### config.mk
export PLATFORM = sky130hd
export DESIGN_NAME = toggle_decoder
export DESIGN_NICKNAME = d
export VERILOG_FILES = /design/src/rtl/toggle_decoder.sv
export SDC_FILE = /design/constraint.sdc
export NUM_CORES = 1
export LEC_CHECK = 0
export CAP_MARGIN = 20
export CELL_PAD_IN_SITES_DETAIL_PLACEMENT = 1
export CELL_PAD_IN_SITES_GLOBAL_PLACEMENT = 2
export CORE_ASPECT_RATIO = 1.1
export CORE_UTILIZATION = 30
export CTS_CLUSTER_SIZE = 30
export DETAILED_ROUTE_END_ITERATION = 8
export PLACE_DENSITY_LB_ADDON = 0.1
export SLEW_MARGIN = 10
export SYNTH_ARGS = -nofsm -noshare
export SYNTH_HDL_FRONTEND = slang
export SYNTH_SLANG_ARGS = --single-unit
### constraint.sdc
create_clock -name clk -period 2.2 [get_ports clk]
set_input_delay 0.44 -clock clk [delete_from_list [all_inputs] [get_ports clk]]
set_output_delay 0.44 -clock clk [all_outputs]
set_load 0.05 [all_outputs]
### src/rtl/toggle_decoder.sv
// Toggle-encoded event decoder: synchronizes tgl_in, counts each level transition as an event,
// and hands events downstream via valid/ready. Define TOGGLE_DEC_ASSERT_EN to build in assertions.
module toggle_decoder #(
  parameter int unsigned SYNC_STAGES = 2,
  parameter int unsigned CNT_W       = 4
) (
  input  logic             clk,
  input  logic             rst,
  input  logic             tgl_in,
  output logic             evt_valid,
  input  logic             evt_ready,
  output logic [CNT_W-1:0] pend_cnt,
  output logic             overflow,
  input  logic             ovf_clr,
  output logic [1:0]       state
);

  localparam int unsigned ARM_W = 3;
  localparam logic [CNT_W-1:0] MAX = {CNT_W{1'b1}};

  typedef enum logic [1:0] {
    ST_ARM  = 2'b00,
    ST_IDLE = 2'b01,
    ST_PEND = 2'b10,
    ST_FULL = 2'b11
  } state_e;

  state_e                 r_state;
  logic [SYNC_STAGES-1:0] r_sync;
  logic                   r_tgl_p;
  logic [ARM_W-1:0]       r_arm_cnt;
  logic [CNT_W-1:0]       r_pend_cnt;
  logic                   r_evt_valid;
  logic                   r_overflow;

  logic                   w_tgl_s;
  logic                   w_edge;
  logic                   w_accept;
  logic                   w_drop;
  logic [CNT_W-1:0]       w_cnt_nxt;

  assign w_tgl_s  = r_sync[SYNC_STAGES-1];
  assign w_edge   = (r_state != ST_ARM) && (w_tgl_s != r_tgl_p);
  assign w_accept = r_evt_valid && evt_ready;
  assign w_drop   = w_edge && !w_accept && (r_pend_cnt == MAX);

  // Edge and accept together cancel; a saturated counter drops the edge instead of wrapping.
  always_comb begin
    w_cnt_nxt = r_pend_cnt;
    if (w_edge && !w_accept && (r_pend_cnt != MAX)) begin
      w_cnt_nxt = r_pend_cnt + CNT_W'(1);
    end else if (w_accept && !w_edge) begin
      w_cnt_nxt = r_pend_cnt - CNT_W'(1);
    end
  end

  // ARM holds off edge detection until the synchronizer and tgl_p reflect the settled input level.
  always_ff @(posedge clk) begin
    if (rst) begin
      r_state     <= ST_ARM;
      r_sync      <= '0;
      r_tgl_p     <= 1'b0;
      r_arm_cnt   <= '0;
      r_pend_cnt  <= '0;
      r_evt_valid <= 1'b0;
      r_overflow  <= 1'b0;
    end else begin
      r_sync      <= {r_sync[SYNC_STAGES-2:0], tgl_in};
      r_tgl_p     <= w_tgl_s;
      r_pend_cnt  <= w_cnt_nxt;
      r_evt_valid <= (w_cnt_nxt != '0);

      if (w_drop) begin
        r_overflow <= 1'b1;
      end else if (ovf_clr) begin
        r_overflow <= 1'b0;
      end

      case (r_state)
        ST_ARM: begin
          if (r_arm_cnt == ARM_W'(SYNC_STAGES)) begin
            r_state <= ST_IDLE;
          end else begin
            r_arm_cnt <= r_arm_cnt + ARM_W'(1);
          end
        end
        default: begin
          if (w_cnt_nxt == MAX) begin
            r_state <= ST_FULL;
          end else if (w_cnt_nxt == '0) begin
            r_state <= ST_IDLE;
          end else begin
            r_state <= ST_PEND;
          end
        end
      endcase
    end
  end

  assign evt_valid = r_evt_valid;
  assign pend_cnt  = r_pend_cnt;
  assign overflow  = r_overflow;
  assign state     = r_state;

`ifdef TOGGLE_DEC_ASSERT_EN
  a_valid_matches_cnt: assert property (@(posedge clk) disable iff (rst)
    r_evt_valid == (r_pend_cnt != '0));

  a_cnt_bounded: assert property (@(posedge clk) disable iff (rst)
    r_pend_cnt <= MAX);

  a_full_iff_max: assert property (@(posedge clk) disable iff (rst)
    (r_state != ST_ARM) |-> ((r_state == ST_FULL) == (r_pend_cnt == MAX)));

  a_no_edge_in_arm: assert property (@(posedge clk) disable iff (rst)
    (r_state == ST_ARM) |-> ((r_pend_cnt == '0) && !w_edge));

  a_ovf_only_from_full: assert property (@(posedge clk) disable iff (rst)
    ((r_state != ST_FULL) && !r_overflow) |=> !r_overflow);
`else
`endif

endmodule

==> results of run 1 <==
==> through the flow <==
| step | cells | setup WS [ns] | area [um^2] | power (uW) | utilization [%] |
|---|---|---|---|---|---|
| CTS | 119 | 0.117 | 916 | 1260 | 41.1 |
| global placement | 115 | -0.108 | 880 | 1060 | 39.5 |
| finish | 119 | 0.133 | 916 | 1240 | 41.1 |
| detailed placement | 115 | -0.0717 | 880 | 1060 | 39.5 |
| global route | 119 | 0.0150 | 916 | 1330 | 41.1 |
| floorplan | 71 | 0.0389 | 703 | 870 | - |
==> power breakdown <==
part | internal, uW | switching, uW
registers | 320 | 57.2
logic | 264 | 411
clock network | 101 | 91.6
==> metal layers <==
layer,GRT usage (%),part of all wire [%],up-vias
met3,2.41,2.8,2
met4,8.33,0.93,0
met2,21.8,49,10
met5,0,0,-
met1,17.3,48,263
li1,-,-,287
==> how the worst min path moves through the flow <==
stage	startpoint	to	depth (start not counted)
3_3_place_gp	r_sync[0]	r_sync[1]	1
5_1_grt	r_sync[0]	r_sync[1]	1
4_1_cts	r_sync[0]	r_sync[1]	1
6_report	r_sync[0]	r_sync[1]	1
3_5_place_dp	r_sync[0]	r_sync[1]	1
2_1_floorplan	r_sync[0]	r_sync[1]	1
==> Yosys cell counts (2+ instances only) <==
master and number:
and3_1 3, dfxtp_1 14, ha_1 4, inv_1 4
nand2_1 2, nor2_1 11, nor2b_1 6, nor3_1 2
xnor2_1 4
==> cell type report <==
type / instances / area share (%)
clock buffers: 4 / 3.96
inverters: 4 / 1.64
multi-input cells: 52 / 44.1
flip-flops and latches: 14 / 30.6
well taps: 30 / 4.10
repair buffers: 15 / 15.6
==> worst max-delay path, cell delays in order (launching register included) <==
cell and delay [ns]:
dfxtp_1 0.35, ha_1 0.24, and3_1 0.24, nor3_4 0.35
a22oi_4 0.13, xnor2_1 0.31, nor3_2 0.12, o31a_1 0.24
==> state kept, by name, summed over array words and instances (netlist names) <==
signal / flops
evt_valid: 1
overflow: 1
r_arm_cnt: 3
state: 2
pend_cnt: 4
r_tgl_p: 1
r_sync: 2
==> cell families (layout without fill, tap and decap cells) <==
| group | after synthesis | count (layout) | synth area share (%) |
|---|---|---|---|
| simple gates | 28 | 28 | 22.2 |
| buf+inv | 5 | 23 | 2.67 |
| fa+ha+maj | 4 | 4 | 7.12 |
| xor+xnor | 5 | 5 | 7.30 |
| compound gates | 13 | 13 | 17.8 |
| mux | 2 | 2 | 3.02 |
| flops | 14 | 14 | 39.9 |
==> impl_summary.txt, run 1 <==
----------------------------------------------------
[Run status]
  Outcome ... finished, final reports clean

[STA]
  Total negative slack ... 0 ns
  Slew at the pin closest to its max-slew limit ... 0.618 ns
  Final worst clock skew ... 0.00165 ns
  Post-layout minimum cycle time ... 2.07 ns
  Final hold violation count ... 0
  Slew Limit Headroom ... 58.4%
  Final setup fails ... 0
  RSZ-0062 raised after global routing ... no
  Max-slew violation count ... 0
  Period Utilization, post-route ... 93.9%
  Worst-case hold slack ... 0.453 ns
  Maximum clock rate ... 484 MHz

[Detailed routing]
  Routed wire length ... 1510 um
  Via/cell ratio ... 4.72
  Number of vias in the routed layout ... 562
  Detailed-route wire length per cell ... 12.7 um
  DRC violation count after routing ... 0
  1st-iter DRT viols ... 6
  Remaining antenna violation count ... 0
  First-pass iteration count of the detailed router ... 3

[Worst setup path]
  Element type at the critical path end ... register
  Required time at the endpoint of the critical path ... 2.38 ns
  Type of origin of the critical path ... register
  Highest net fanout along the worst path ... 6
  Startpoint of the lowest-slack register-to-register path ... pend_cnt[0]
  Path type of the worst setup path ... reg2reg
  CP startpoint ... pend_cnt[0]
  Minimum setup slack among reg-to-reg paths ... 0.13 ns
  Worst-case reg-to-reg path depth ... 7
  Timing endpoint of the critical path ... state[0]
  Data arrival at the endpoint of the critical path ... 2.25 ns
  Worst flop-to-flop path endpoint ... state[0]

[Synthesis]
  Post-Syn Area ... 703 um^2
  Biggest area consumer among synthesized cells ... dfxtp_1
  Average instance area after synthesis ... 9.90 um^2
  Net count after synthesis ... 80
  Number of synthesized flops with an enable pin ... 0
  Asr flop ratio synth ... 0%
  Post-Synthesis Cells ... 71
  Largest cells by area after synthesis ... dfxtp_1, ha_1, nor2_1
  Proportion of synthesized chip area in sequential cells ... 39.9%
  Distinct cell type count after synthesis ... 30
  Post-synthesis register bit count ... 14
  Fraction of post-synthesis cell area in the top cell type by area ... 39.9%
  Primary flip-flop cell chosen by synthesis mapping ... dfxtp_1
  Count of warnings emitted by yosys ... 0

[Layout]
  Footprint of the multi-input gates ... 404 um^2
  Proportion of layout cells with a drive suffix above 1 ... 15.7%
  Most common cell after layout, fill and taps aside ... dfxtp_1
  Most frequent cells in the layout ... dfxtp_1, clkdlybuf4s50_1, nor2_1
  Layout-stage area growth over the synthesis result ... 30.2%
  Footprint of the flip-flops and latches ... 280 um^2
  Number of inserted filler cells in the final layout ... 258
  Net total in the final layout ... 99
  Final antenna diode count ... 0

[Place]
  Number of port buffers ... 12
  HPWL reported at the end of detailed placement ... 1150 um
  Global placement routability congestion ... 0.741

[Job]
  Max-Cap Viols ... 0

[Floorplanning]
  Effective utilization at floorplan ... 31.5%
  Overall die area ... 2540 um^2
  Area of the core region ... 2230 um^2
  Vertical die dimension ... 52.8 um
  Floorplan row count ... 18
  Width of the die ... 48.2 um
  Ports ... 13

[Power]
  Reported leakage power ... 0.000351 uW
  VDD IR-drop max ... 596 uV
  Power per standard cell area ... 1360 nW/um^2

[Clocking]
  Root buffer cell ... clkbuf_4
  Clk pin slew, worst setup/hold paths ... 0.09 ns
  Number of instances resized during post-cts repair ... 0
  Clk buf depth ... 2
  Number of buffers inserted by hold repair at cts ... 0
  Total clock buffers created by CTS ... 3
  Maximum level of the CTS H-tree ... 1
  Worst-skew pair later-pin latency ... 0.28 ns
  Post-CTS Setup Repair Bufs ... 0
  CTS tree ... done
  Clock Sink Count ... 14

[Global routing]
  Global-route wire length before repair ... 2420 um
  Overall overflow remaining after global route ... 0
  Maximum number of pins on one net before global-route repair ... 15
  Via count of the first global-routing pass ... 541
  Initial antenna violation count ... 0
  Aggregate global-route resource usage ... 14.0%

[Hold path]
  Hold Path Class ... reg2reg

----------------------------------------------------
No activity file was read; power rests on OpenSTA's default activity.
==> run 2: changes to the inputs <==
--- a/config.mk
+++ b/config.mk
@@ -17,3 +17,4 @@
 export SYNTH_ARGS = -nofsm -noshare
 export SYNTH_HDL_FRONTEND = slang
 export SYNTH_SLANG_ARGS = --single-unit
+export TNS_END_PERCENT = 50
==> constraint.sdc (replaced) <==
create_clock -name clk -period 2.2 [get_ports clk]
set_input_delay 0.44 -clock clk [delete_from_list [all_inputs] [get_ports clk]]
set_output_delay 0.44 -clock clk [all_outputs]
set_load 0.1 [all_outputs]
==> run 2 against run 1 <==
  * Clock power down 26%
  * Flip-flop and latch count did not move
  * Register-to-register slack is essentially flat
  * Via count is 0.53% lower
  * Critical path depth unchanged
  * Largest power group unchanged
  * Highest routed layer unchanged
==> impl_summary.txt, run 2 (synthesized netlist as in run 1, its figures left out) <==
----------------------------------------------------
[Place]
  Global placement routability congestion ... 0.687
  Number of placed cells counting well taps ... 114
  Post-placement setup slack ... -0.0852 ns
  Placed Area ... 860 um^2
  HPWL reported at the end of detailed placement ... 1130 um
  Number of port buffers ... 12

[Clocking]
  Clk buf depth ... 2
  Worst-skew pair later-pin latency ... 0.27 ns
  Post-CTS Setup Repair Bufs ... 0
  Number of instances resized during post-cts repair ... 0
  Total clock buffers created by CTS ... 3
  Root buffer cell ... clkbuf_4
  Clk pin slew, worst setup/hold paths ... 0.08 ns
  Number of buffers inserted by hold repair at cts ... 0
  CTS tree ... done
  Maximum level of the CTS H-tree ... 1
  Clock Sink Count ... 14

[Power]
  VDD IR-drop max ... 842 uV
  Reported leakage power ... 0.000356 uW
  Power per standard cell area ... 1520 nW/um^2

[Worst setup path]
  Data arrival at the endpoint of the critical path ... 2.23 ns
  Highest net fanout along the worst path ... 7
  Path type of the worst setup path ... reg2reg
  Element type at the critical path end ... register
  Type of origin of the critical path ... register
  Required time at the endpoint of the critical path ... 2.36 ns

[Floorplanning]
  Vertical die dimension ... 52.8 um
  Effective utilization at floorplan ... 31.5%
  Area of the core region ... 2230 um^2
  Overall die area ... 2540 um^2
  Ports ... 13
  Width of the die ... 48.2 um
  Floorplan row count ... 18

[Detailed routing]
  Detailed-route wire length per cell ... 12.8 um
  Number of vias in the routed layout ... 559
  Routed wire length ... 1500 um
  DRC violation count after routing ... 0
  1st-iter DRT viols ... 4
  Remaining antenna violation count ... 0
  First-pass iteration count of the detailed router ... 4
  Via/cell ratio ... 4.78

[STA]
  Slew at the pin closest to its max-slew limit ... 0.636 ns
  Final hold violation count ... 0
  Post-layout minimum cycle time ... 2.07 ns
  Maximum clock rate ... 484 MHz
  Slew Limit Headroom ... 57.2%
  Final setup fails ... 0
  Period Utilization, post-route ... 93.9%
  Total negative slack ... 0 ns
  RSZ-0062 raised after global routing ... no
  Crit path setup slack, layout ... 0.134 ns
  Max-slew violation count ... 0
  Final worst clock skew ... 0.00156 ns

[Layout]
  Post-layout instance count excluding filler cells ... 117
  Proportion of layout cells with a drive suffix above 1 ... 29.9%
  Flip-flop count of the largest register, all copies and words added ... 4
  Core utilization of the finished layout ... 39.6%
  Footprint of the flip-flops and latches ... 288 um^2
  Most frequent cells in the layout ... nor2_1, buf_4, dfxtp_1
  Net total in the final layout ... 98
  Footprint of the multi-input gates ... 404 um^2
  Final antenna diode count ... 0
  Number of inserted filler cells in the final layout ... 267
  Layout-stage area growth over the synthesis result ... 25.4%
  Most common cell after layout, fill and taps aside ... nor2_1
  Final instance area ... 882 um^2

[Hold path]
  Hold Path Class ... reg2reg

[Global routing]
  Overall overflow remaining after global route ... 0
  Global-route wire length before repair ... 2420 um
  Aggregate global-route resource usage ... 14.1%
  Maximum number of pins on one net before global-route repair ... 15
  Initial antenna violation count ... 0
  Via count of the first global-routing pass ... 526

[Run status]
  Outcome ... finished, final reports clean

[Job]
  Max-Cap Viols ... 0

----------------------------------------------------
## run 2: changes by cell type in the layout (fill, tap and decap cells not counted), sizes merged
cell           previous run  this run
clkdlybuf4s50            12         4
buf                       3        10
clkbuf                    4         3
## run 2: final timing paths
check / depth (start not counted) / slack [ns] / from / endpoint
min reg2reg: 1 / 0.45 / r_sync[0] / r_sync[1]
max: 7 / 0.13 / pend_cnt[1] / state[0]
min: 1 / 0.45 / r_sync[0] / r_sync[1]
max reg2reg: 7 / 0.13 / pend_cnt[1] / state[0]
## run 2: cell type report
cell class              instances  area share, %
clock buffers                   3           2.55
inverters                       4           1.70
multi-input cells              52           45.8
flip-flops and latches         14           32.6
well taps                      30           4.26
repair buffers                 14           13.0
## run 2: power breakdown
group          switching, uW  internal [uW]
Combinational            567            244
Sequential              61.8            329
Clock                   79.3           63.3
## run 2: through the flow
stage | hold WS, ns | power, uW
finish | 0.445 | 1340
global route | 0.463 | 1430
CTS | 0.455 | 1370
detailed placement | 0.428 | 1220
global placement | 0.419 | 1210
floorplan | 0.414 | 1040
## run 2: worst max-delay path, stage by stage (launching register included)
cell and delay, ns:
dfxtp_2 0.36, ha_1 0.22, and3_1 0.23, nor3_4 0.35
a22oi_4 0.12, xnor2_1 0.31, nor3_2 0.11, o31a_1 0.25
## run 2: layer usage
layer / part of all wire (%) / up-vias / routed length [um] / global-route usage (%)
li1: - / 282 / - / -
met1: 48 / 262 / 723 / 18.7
met2: 45 / 13 / 675 / 19.1
met3: 5.7 / 2 / 86 / 4.48
met4: 0.80 / 0 / 12 / 8.33
met5: 0 / - / 0 / 0
==> run 3: changes to the inputs <==
--- a/config.mk
+++ b/config.mk
@@ -9,8 +9,7 @@
 export CELL_PAD_IN_SITES_DETAIL_PLACEMENT = 1
 export CELL_PAD_IN_SITES_GLOBAL_PLACEMENT = 2
 export CORE_ASPECT_RATIO = 1.1
-export CORE_UTILIZATION = 30
-export CTS_CLUSTER_SIZE = 30
+export CORE_UTILIZATION = 27
 export DETAILED_ROUTE_END_ITERATION = 8
 export PLACE_DENSITY_LB_ADDON = 0.1
 export SLEW_MARGIN = 10
==> constraint.sdc (replaced) <==
create_clock -name clk -period 1.8 [get_ports clk]
set_input_delay 0.36 -clock clk [delete_from_list [all_inputs] [get_ports clk]]
set_output_delay 0.36 -clock clk [all_outputs]
set_load 0.1 [all_outputs]
==> run 3 against run 2 <==
  * Worst setup slack lost 0.099 ns
  * Largest power group unchanged
  * Register-to-register slack lost 0.099 ns
  * Routed wire length grew 9.9%
  * Sequential power grew 40%
  * Critical path type unchanged
==> impl_summary.txt, run 3 (synthesized netlist as in run 1, its figures left out) <==
----------------------------------------------------
[Run status]
  Outcome ... finished, final reports clean

[Worst setup path]
  Required time at the endpoint of the critical path ... 1.97 ns
  Path type of the worst setup path ... reg2reg
  Data arrival at the endpoint of the critical path ... 1.94 ns
  Type of origin of the critical path ... register
  Highest net fanout along the worst path ... 4
  Element type at the critical path end ... register

[Detailed routing]
  First-pass iteration count of the detailed router ... 4
  DRC violation count after routing ... 0
  1st-iter DRT viols ... 9
  Via/cell ratio ... 4.48
  Remaining antenna violation count ... 0
  Detailed-route wire length per cell ... 12.7 um
  Routed wire length ... 1650 um
  Number of vias in the routed layout ... 583

[Floorplanning]
  Floorplan row count ... 19
  Vertical die dimension ... 55.5 um
  Width of the die ... 50.7 um
  Area of the core region ... 2470 um^2
  Ports ... 13
  Effective utilization at floorplan ... 28.4%
  Overall die area ... 2810 um^2

[Clocking]
  Number of buffers inserted by hold repair at cts ... 0
  Clk buf depth ... 2
  CTS tree ... done
  Clk pin slew, worst setup/hold paths ... 0.08 ns
  Worst-skew pair later-pin latency ... 0.28 ns
  Clock Sink Count ... 14
  Total clock buffers created by CTS ... 3
  Root buffer cell ... clkbuf_4
  Maximum level of the CTS H-tree ... 1

[STA]
  RSZ-0062 raised after global routing ... yes
  Total negative slack ... 0 ns
  Final worst clock skew ... 0.000678 ns
  Final hold violation count ... 0
  Slew Limit Headroom ... 74.3%
  Maximum clock rate ... 567 MHz
  Post-layout minimum cycle time ... 1.77 ns
  Final setup fails ... 0
  Max-slew violation count ... 0
  Slew at the pin closest to its max-slew limit ... 0.385 ns
  Period Utilization, post-route ... 98.1%

[Global routing]
  Overall overflow remaining after global route ... 0
  Aggregate global-route resource usage ... 13.6%
  Via count of the first global-routing pass ... 646
  Initial antenna violation count ... 0
  Maximum number of pins on one net before global-route repair ... 11
  Global-route wire length before repair ... 2830 um

[Power]
  Power per standard cell area ... 1760 nW/um^2
  VDD IR-drop max ... 1150 uV
  Reported leakage power ... 0.000474 uW

[Place]
  Global placement routability congestion ... 0.730
  Number of port buffers ... 12
  Number of placed cells counting well taps ... 123
  HPWL reported at the end of detailed placement ... 1260 um

[Layout]
  Proportion of layout cells with a drive suffix above 1 ... 48.5%
  Most common cell after layout, fill and taps aside ... buf_4
  Post-layout instance count excluding filler cells ... 130
  Flip-flop count of the largest register, all copies and words added ... 4
  Most frequent cells in the layout ... buf_4, nor2_1, buf_12
  Net total in the final layout ... 109
  Layout-stage area growth over the synthesis result ... 68.5%
  Final antenna diode count ... 0

[Hold path]
  Hold Path Class ... reg2reg

[Job]
  Max-Cap Viols ... 0

----------------------------------------------------
-- run 3: changes by cell type in the layout (fill, tap and decap cells not counted), moves of 2 or more --
cell	delta
buf_12	+8
dfxtp_4	+7
ha_1	-2
inv_2	+2
ha_4	+2
inv_1	-2
dfxtp_2	-6
buf_4	+3
-- run 3: what timing repair did --
item | in CTS | in global routing
pin swaps | 3 | 6
buffers inserted | 2 | 1
resized for setup | 1 | 5
endpoints found under the setup margin | 1 | 3
-- run 3: where the power goes --
group | leakage [uW] | switching, uW | internal [uW] | total [uW]
logic | 0.000333 | 747 | 570 | 1320
registers | 0.000120 | 124 | 423 | 547
clock network | 0.0000210 | 102 | 123 | 225
total | 0.000474 | 973 | 1120 | 2090
-- run 3: path summary, 6_finish.rpt --
kind                from         to  slack, ns  cells after the start
max          pend_cnt[0]   state[0]       0.03                      8
min            r_sync[0]  r_sync[1]       0.46                      1
max reg2reg  pend_cnt[0]   state[0]       0.03                      8
min reg2reg    r_sync[0]  r_sync[1]       0.46                      1
-- run 3: stage by stage --
stage               utilization, %  power [uW]  hold slack (ns)  setup slack [ns]  cell area, um^2
floorplan                        -        1350            0.414           -0.0524              771
global route                  47.9        2210            0.493           -0.0291             1180
CTS                           46.1        2070            0.463           -0.0146             1140
detailed placement            43.7        1810            0.442            -0.384             1080
finish                        47.9        2090            0.458            0.0348             1180
global placement              43.7        1790            0.427            -0.319             1080
-- run 3: area by class of cell --
| type | count | area, um^2 |
|---|---|---|
| fill | 269 | 1290 |
| clock buffer | 4 | 36.3 |
| inverter | 4 | 15.0 |
| tap | 31 | 38.8 |
| multi-input combinational | 52 | 488 |
| timing repair buffer | 25 | 300 |
| sequential | 14 | 307 |
-- run 3: worst max-delay path: stages (launching register included) --
cell and delay [ns]:
dfxtp_4 0.38, ha_4 0.14, and3_4 0.21, nor3_4 0.05, buf_4 0.14, mux2_4 0.28, a21oi_2 0.15, nor3_2 0.06
o31a_1 0.24
-- run 3: routing by layer --
metal | vias up | GRT usage, % | share of wire, %
li1 | 304 | - | -
met1 | 269 | 16.3 | 48
met2 | 8 | 21.5 | 49
met3 | 2 | 3.31 | 2.5
met4 | 0 | 8.33 | 0.91
met5 | - | 0 | 0
==> edit 1: new RTL, flow settings as in run 3 <==
The parameter `CNT_W` goes from 4 to 3.
--- a/src/rtl/toggle_decoder.sv
+++ b/src/rtl/toggle_decoder.sv
@@ -2,7 +2,7 @@
 // and hands events downstream via valid/ready. Define TOGGLE_DEC_ASSERT_EN to build in assertions.
 module toggle_decoder #(
   parameter int unsigned SYNC_STAGES = 2,
-  parameter int unsigned CNT_W       = 4
+  parameter int unsigned CNT_W       = 3
 ) (
   input  logic             clk,
   input  logic             rst,
Interface: changed (resized pend_cnt); port bits go from 13 to 12. The function was not compared with the original's and may differ.
==> edit 1 against run 3 <==
- final area down 12%
- clock power down 17%
- largest power group unchanged
- critical endpoint unchanged
- setup slack better by 74 ps
- area after synthesis down 3.6%
- routed wire length down 8.7%
- total power down 7.0%
- non-clock buffer count down 2
- sequential cell count down 1
- clock skew up 7.1 ps
- die area down 3.4%
- global-route usage down 0.40 points
==> edit 1: results (changes against run 3) <==
* WL/cell at 11.7 µm (was 12.7 µm)
* Share of synthesized cell area in full adder, half adder and majority cells at 9.23% (was 7.12%)
* Mean Syn Cell Area at 9.29 µm² (was 9.90 µm²)
* Layout Cells excl Fill at 128 (was 130)
* First-pass GRT wire length at 2560 µm (was 2830 µm)
* TritonRoute pass-1 iters at 1 (was 4)
* Post-synthesis sequential area ratio at 38.4% (was 39.9%)
* Hold WC Path Type: reg2reg (unchanged)
* Peak VDD IR at 944 µV (was 1150 µV)
* Vias/cell at 4.55 (was 4.48)
* Critical path's top delay family: flip-flops (was compound AO/OA/AOI/OAI gates)
* Ys Warns at 0 (unchanged)
* Clock skew at 7.75 ps (was 0.678 ps)
* Largest net degree at the start of global routing at 8 (was 11)
* Status: completed (unchanged)
* Vias in the first global route at 566 (was 646)
* Yosys cell types at 27 (was 30)
* Final HPWL from detailed placement at 1150 µm (was 1260 µm)
* Measured slew at the worst slew-check pin at 416 ps (was 385 ps)
* Number of DRC markers in iteration 0 at 0 (was 9)
* Compound-Gate Fraction of Synth Area at 16.8% (was 17.8%)
* CP bufs+invs at 0 (was 1)
* Fillers at 263 (was 269)
* CORE AREA at 2320 µm² (was 2470 µm²)
* Port bufs at 11 (was 12)
* Static leakage power at 0.418 nW (was 0.474 nW)
* Dpl cells at 120 (was 123)
* Post-Synth XOR/XNOR Area at 6.27% (was 7.30%)
* Pre-CTS WS at -70.5 ps (was -384 ps)
* Fraction of layout cells with a size suffix above 1 at 39.8% (was 48.5%)
* Most frequent cells after synthesis: dfxtp_1 (13), nor2_1 (10), ha_1 (5), inv_1 (5), a21oi_1 (4) (was dfxtp_1 (14), nor2_1 (11), nor2b_1 (6))
* Initial antenna violation count at 0 (unchanged)
* Mux contribution to synthesized area at 4.43% (was 3.02%)
* RD Place Congestion at 0.638 (was 0.730)
* Main area contributors after synthesis: dfxtp_1 (38%), ha_1 (9.2%), nor2_1 (5.5%) (was dfxtp_1 (40%), ha_1 (7.1%), nor2_1 (5.9%))
* Post-DP Area at 968 µm² (was 1080 µm²)
* Switching Fraction at 48.0% (was 46.6%)
* Gr usage total at 13.2% (was 13.6%)
==> edit 1: cells by family (layout without fill, tap and decap cells) <==
group / Yosys count / after routing
AND/OR/NAND/NOR: 26 / 26
AO/OA/AOI/OAI: 15 / 15
flip-flops: 13 / 13
buffers and inverters: 7 / 32
adder cells (fa/ha/maj): 5 / 5
XOR/XNOR: 4 / 4
multiplexers: 3 / 3
==> edit 1: what timing repair did <==
action / CTS / global route
hold buffers: 0 / 0
resized for setup: 0 / 4
setup endpoints to repair: 0 / 2
setup buffers: 0 / 4
==> edit 1: cell type report <==
cell class                      count  area (µm²)  area share (%)
Multi-Input combinational cell     53         413            39.7
Sequential cell                    13         275            26.4
Timing Repair Buffer               23         270            26.0
Tap cell                           30        37.5            3.61
Clock buffer                        4        26.3            2.52
Inverter                            5        18.8            1.80
==> edit 1: path summary, 6_finish.rpt <==
| kind | start | endpoint | slack, ps | depth (start not counted) |
|---|---|---|---|---|
| setup / recovery | pend_cnt[0] | state[0] | 110 | 7 |
| hold reg to reg | r_sync[0] | r_sync[1] | 440 | 1 |
| setup reg to reg | pend_cnt[0] | state[0] | 110 | 7 |
| hold / removal | r_sync[0] | r_sync[1] | 440 | 1 |
==> edit 1: power by group through the flow <==
| stage | Sequential (mW) | Clock [mW] | Combinational (mW) |
|---|---|---|---|
| after global routing | 0.505 | 0.215 | 1.37 |
| after detailed placement | 0.504 | 0 | 1.21 |
| after floorplan | 0.846 | 0 | 0.476 |
| after global placement | 0.502 | 0 | 1.20 |
| final | 0.489 | 0.186 | 1.27 |
| after CTS | 0.500 | 0.200 | 1.21 |
==> edit 1: routing by layer <==
layer	global-route usage [%]	vias to the layer above	wire [µm]
met4	10.0	0	41
met1	14.8	268	648
met2	23.4	11	766
met5	0	-	0
li1	-	298	-
met3	1.67	5	46
==> edit 2: new RTL, settings of run 3 <==
Made on the original files. Put one more register stage on the output `pend_cnt`, with the module's reset. The value now appears one clock later. The other outputs are not delayed to match.
--- a/src/rtl/toggle_decoder.sv
+++ b/src/rtl/toggle_decoder.sv
@@ -98,7 +98,13 @@
   end
 
   assign evt_valid = r_evt_valid;
-  assign pend_cnt  = r_pend_cnt;
+  always_ff @(posedge clk) begin
+    if (rst) begin
+      pend_cnt <= '0;
+    end else begin
+      pend_cnt <= r_pend_cnt;
+    end
+  end
   assign overflow  = r_overflow;
   assign state     = r_state;
 
Check against the original RTL: not equivalent (Yosys sat finds a counterexample within 10 cycles, from zero or initial values and one cycle with rst high).
==> edit 2 against run 3 <==
- final area increased by 3.5%
- area after synthesis up 8.9%
- maximum frequency is 0.47% higher
- synthesized cell count grew 17%
- sequential cell count up 4
- worst hold slack worse by 13 ps
- combinational power shrank 23%
- via count grew 11%
- routed wire length increased by 9.4%
- setup slack improved by 8.3 ps
- total power down 12%
- sequential power rose by 11%
- largest power group unchanged
==> edit 2: results (changes against run 3) <==
* Slowest-stage cell, CP: dfxtp_2 (was dfxtp_4)
* Main area contributors after synthesis: dfxtp_1 (47%), nor2_1 (8.8%), ha_1 (6.5%) (was dfxtp_1 (40%), ha_1 (7.1%), nor2_1 (5.9%))
* Yosys cell types at 26 (was 30)
* Vias in the first global route at 700 (was 646)
* Vias/cell at 4.61 (was 4.48)
* Fraction of layout cells with a size suffix above 1 at 39.1% (was 48.5%)
* RD Place Congestion at 0.762 (was 0.730)
* Number of DRC markers in iteration 0 at 3 (was 9)
* Top-area cell type share of the netlist area at 47.1% (was 39.9%)
* First-pass GRT wire length at 3110 µm (was 2830 µm)
* Static leakage power at 0.475 nW (was 0.474 nW)
* Max_slew headroom at 81.9% (was 74.3%)
* Clock skew at 2.21 ps (was 0.678 ps)
* Peak VDD IR at 1040 µV (was 1150 µV)
* Syn nets at 92 (was 80)
* Largest registers: pend_cnt (4), r_pend_cnt (4), r_arm_cnt (3)
* Most frequent cells after synthesis: dfxtp_1 (18), nor2_1 (18), inv_1 (6), nor2b_1 (6), xnor2_1 (5) (was dfxtp_1 (14), nor2_1 (11), nor2b_1 (6))
* CTS root buf: clkbuf_4 (unchanged)
* Final WL at 1800 µm (was 1650 µm)
* Clock transition at the registers of the reported paths at 100 ps (was 80 ps)
* Final net count at 120 (was 109)
* Initial antenna violation count at 0 (unchanged)
* TritonRoute pass-1 iters at 2 (was 4)
* Status: completed (unchanged)
* Delay of the slowest critical-path stage at 360 ps (was 380 ps)
* Final HPWL from detailed placement at 1380 µm (was 1260 µm)
* Critical-path maximum fanout at 5 (was 4)
* Post-synthesis sequential area ratio at 47.1% (was 39.9%)
* Gr usage total at 14.4% (was 13.6%)
## edit 2: cell count changes in the layout (fill, tap and decap cells not counted), sizes merged, moves of 2 or more
| cell | before | now |
|---|---|---|
| a22oi | 2 | 0 |
| a32oi | 0 | 2 |
| o21ai | 0 | 2 |
| nor2 | 11 | 18 |
| dfxtp | 14 | 18 |
| inv | 4 | 6 |
## edit 2: layout make-up
class	instances	area [µm²]
repair buffers	25	297
fillers	289	1370
clock inverters	1	3.75
inverters	6	22.5
flip-flops and latches	18	382
well taps	31	38.8
multi-input cells	57	460
clock buffers	3	22.5
## edit 2: metrics by stage
step / util, % / setup WS (ps) / cell area [µm²] / TNS, ps / std cells
2_1_floorplan: - / -28.3 / 785 / -28.3 / 83
4_1_cts: 45.2 / 0.314 / 1170 / 0 / 140
3_3_place_gp: 43.0 / -329 / 1110 / -1310 / 137
5_1_grt: 47.3 / -20.0 / 1230 / -20.0 / 141
3_5_place_dp: 43.0 / -391 / 1110 / -1660 / 137
6_report: 47.3 / 43.1 / 1230 / 0 / 141
## edit 2: layer usage
metal | track usage, % | vias up | part of all wire, %
met2 | 23.0 | 11 | 45
met5 | 0 | - | 0
met1 | 17.6 | 301 | 49
met3 | 2.36 | 4 | 2.7
met4 | 9.02 | 0 | 2.7
li1 | - | 334 | -
## edit 2: final timing paths
kind	to	start	slack [ps]	depth (start not counted)
worst max register to register	state[0]	r_tgl_p	40	6
worst min-delay path	r_sync[1]	r_sync[0]	450	1
worst min register to register	r_sync[1]	r_sync[0]	450	1
worst max-delay path	state[0]	r_tgl_p	40	6
## edit 2: logic make-up after synthesis
kind of cell	after synthesis	share of synthesized area (%)
compound gates	14	14.2
xor+xnor	5	5.72
fa+ha+maj	4	6.54
buf+inv	8	3.92
flops	18	47.1
mux	1	1.96
simple gates	33	20.6
## edit 2: power by group
| group | leakage (nW) | switching (mW) | internal (mW) |
|---|---|---|---|
| logic | 0.308 | 0.558 | 0.464 |
| registers | 0.152 | 0.101 | 0.507 |
| clock network | 0.0154 | 0.128 | 0.0807 |
| total | 0.475 | 0.787 | 1.05 |
## edit 2: repair_timing
action,in CTS,in global routing
buffers inserted,0,1
pin swaps,1,2
endpoints found under the setup margin,3,1
resized for setup,12,8
hold buffers,0,0
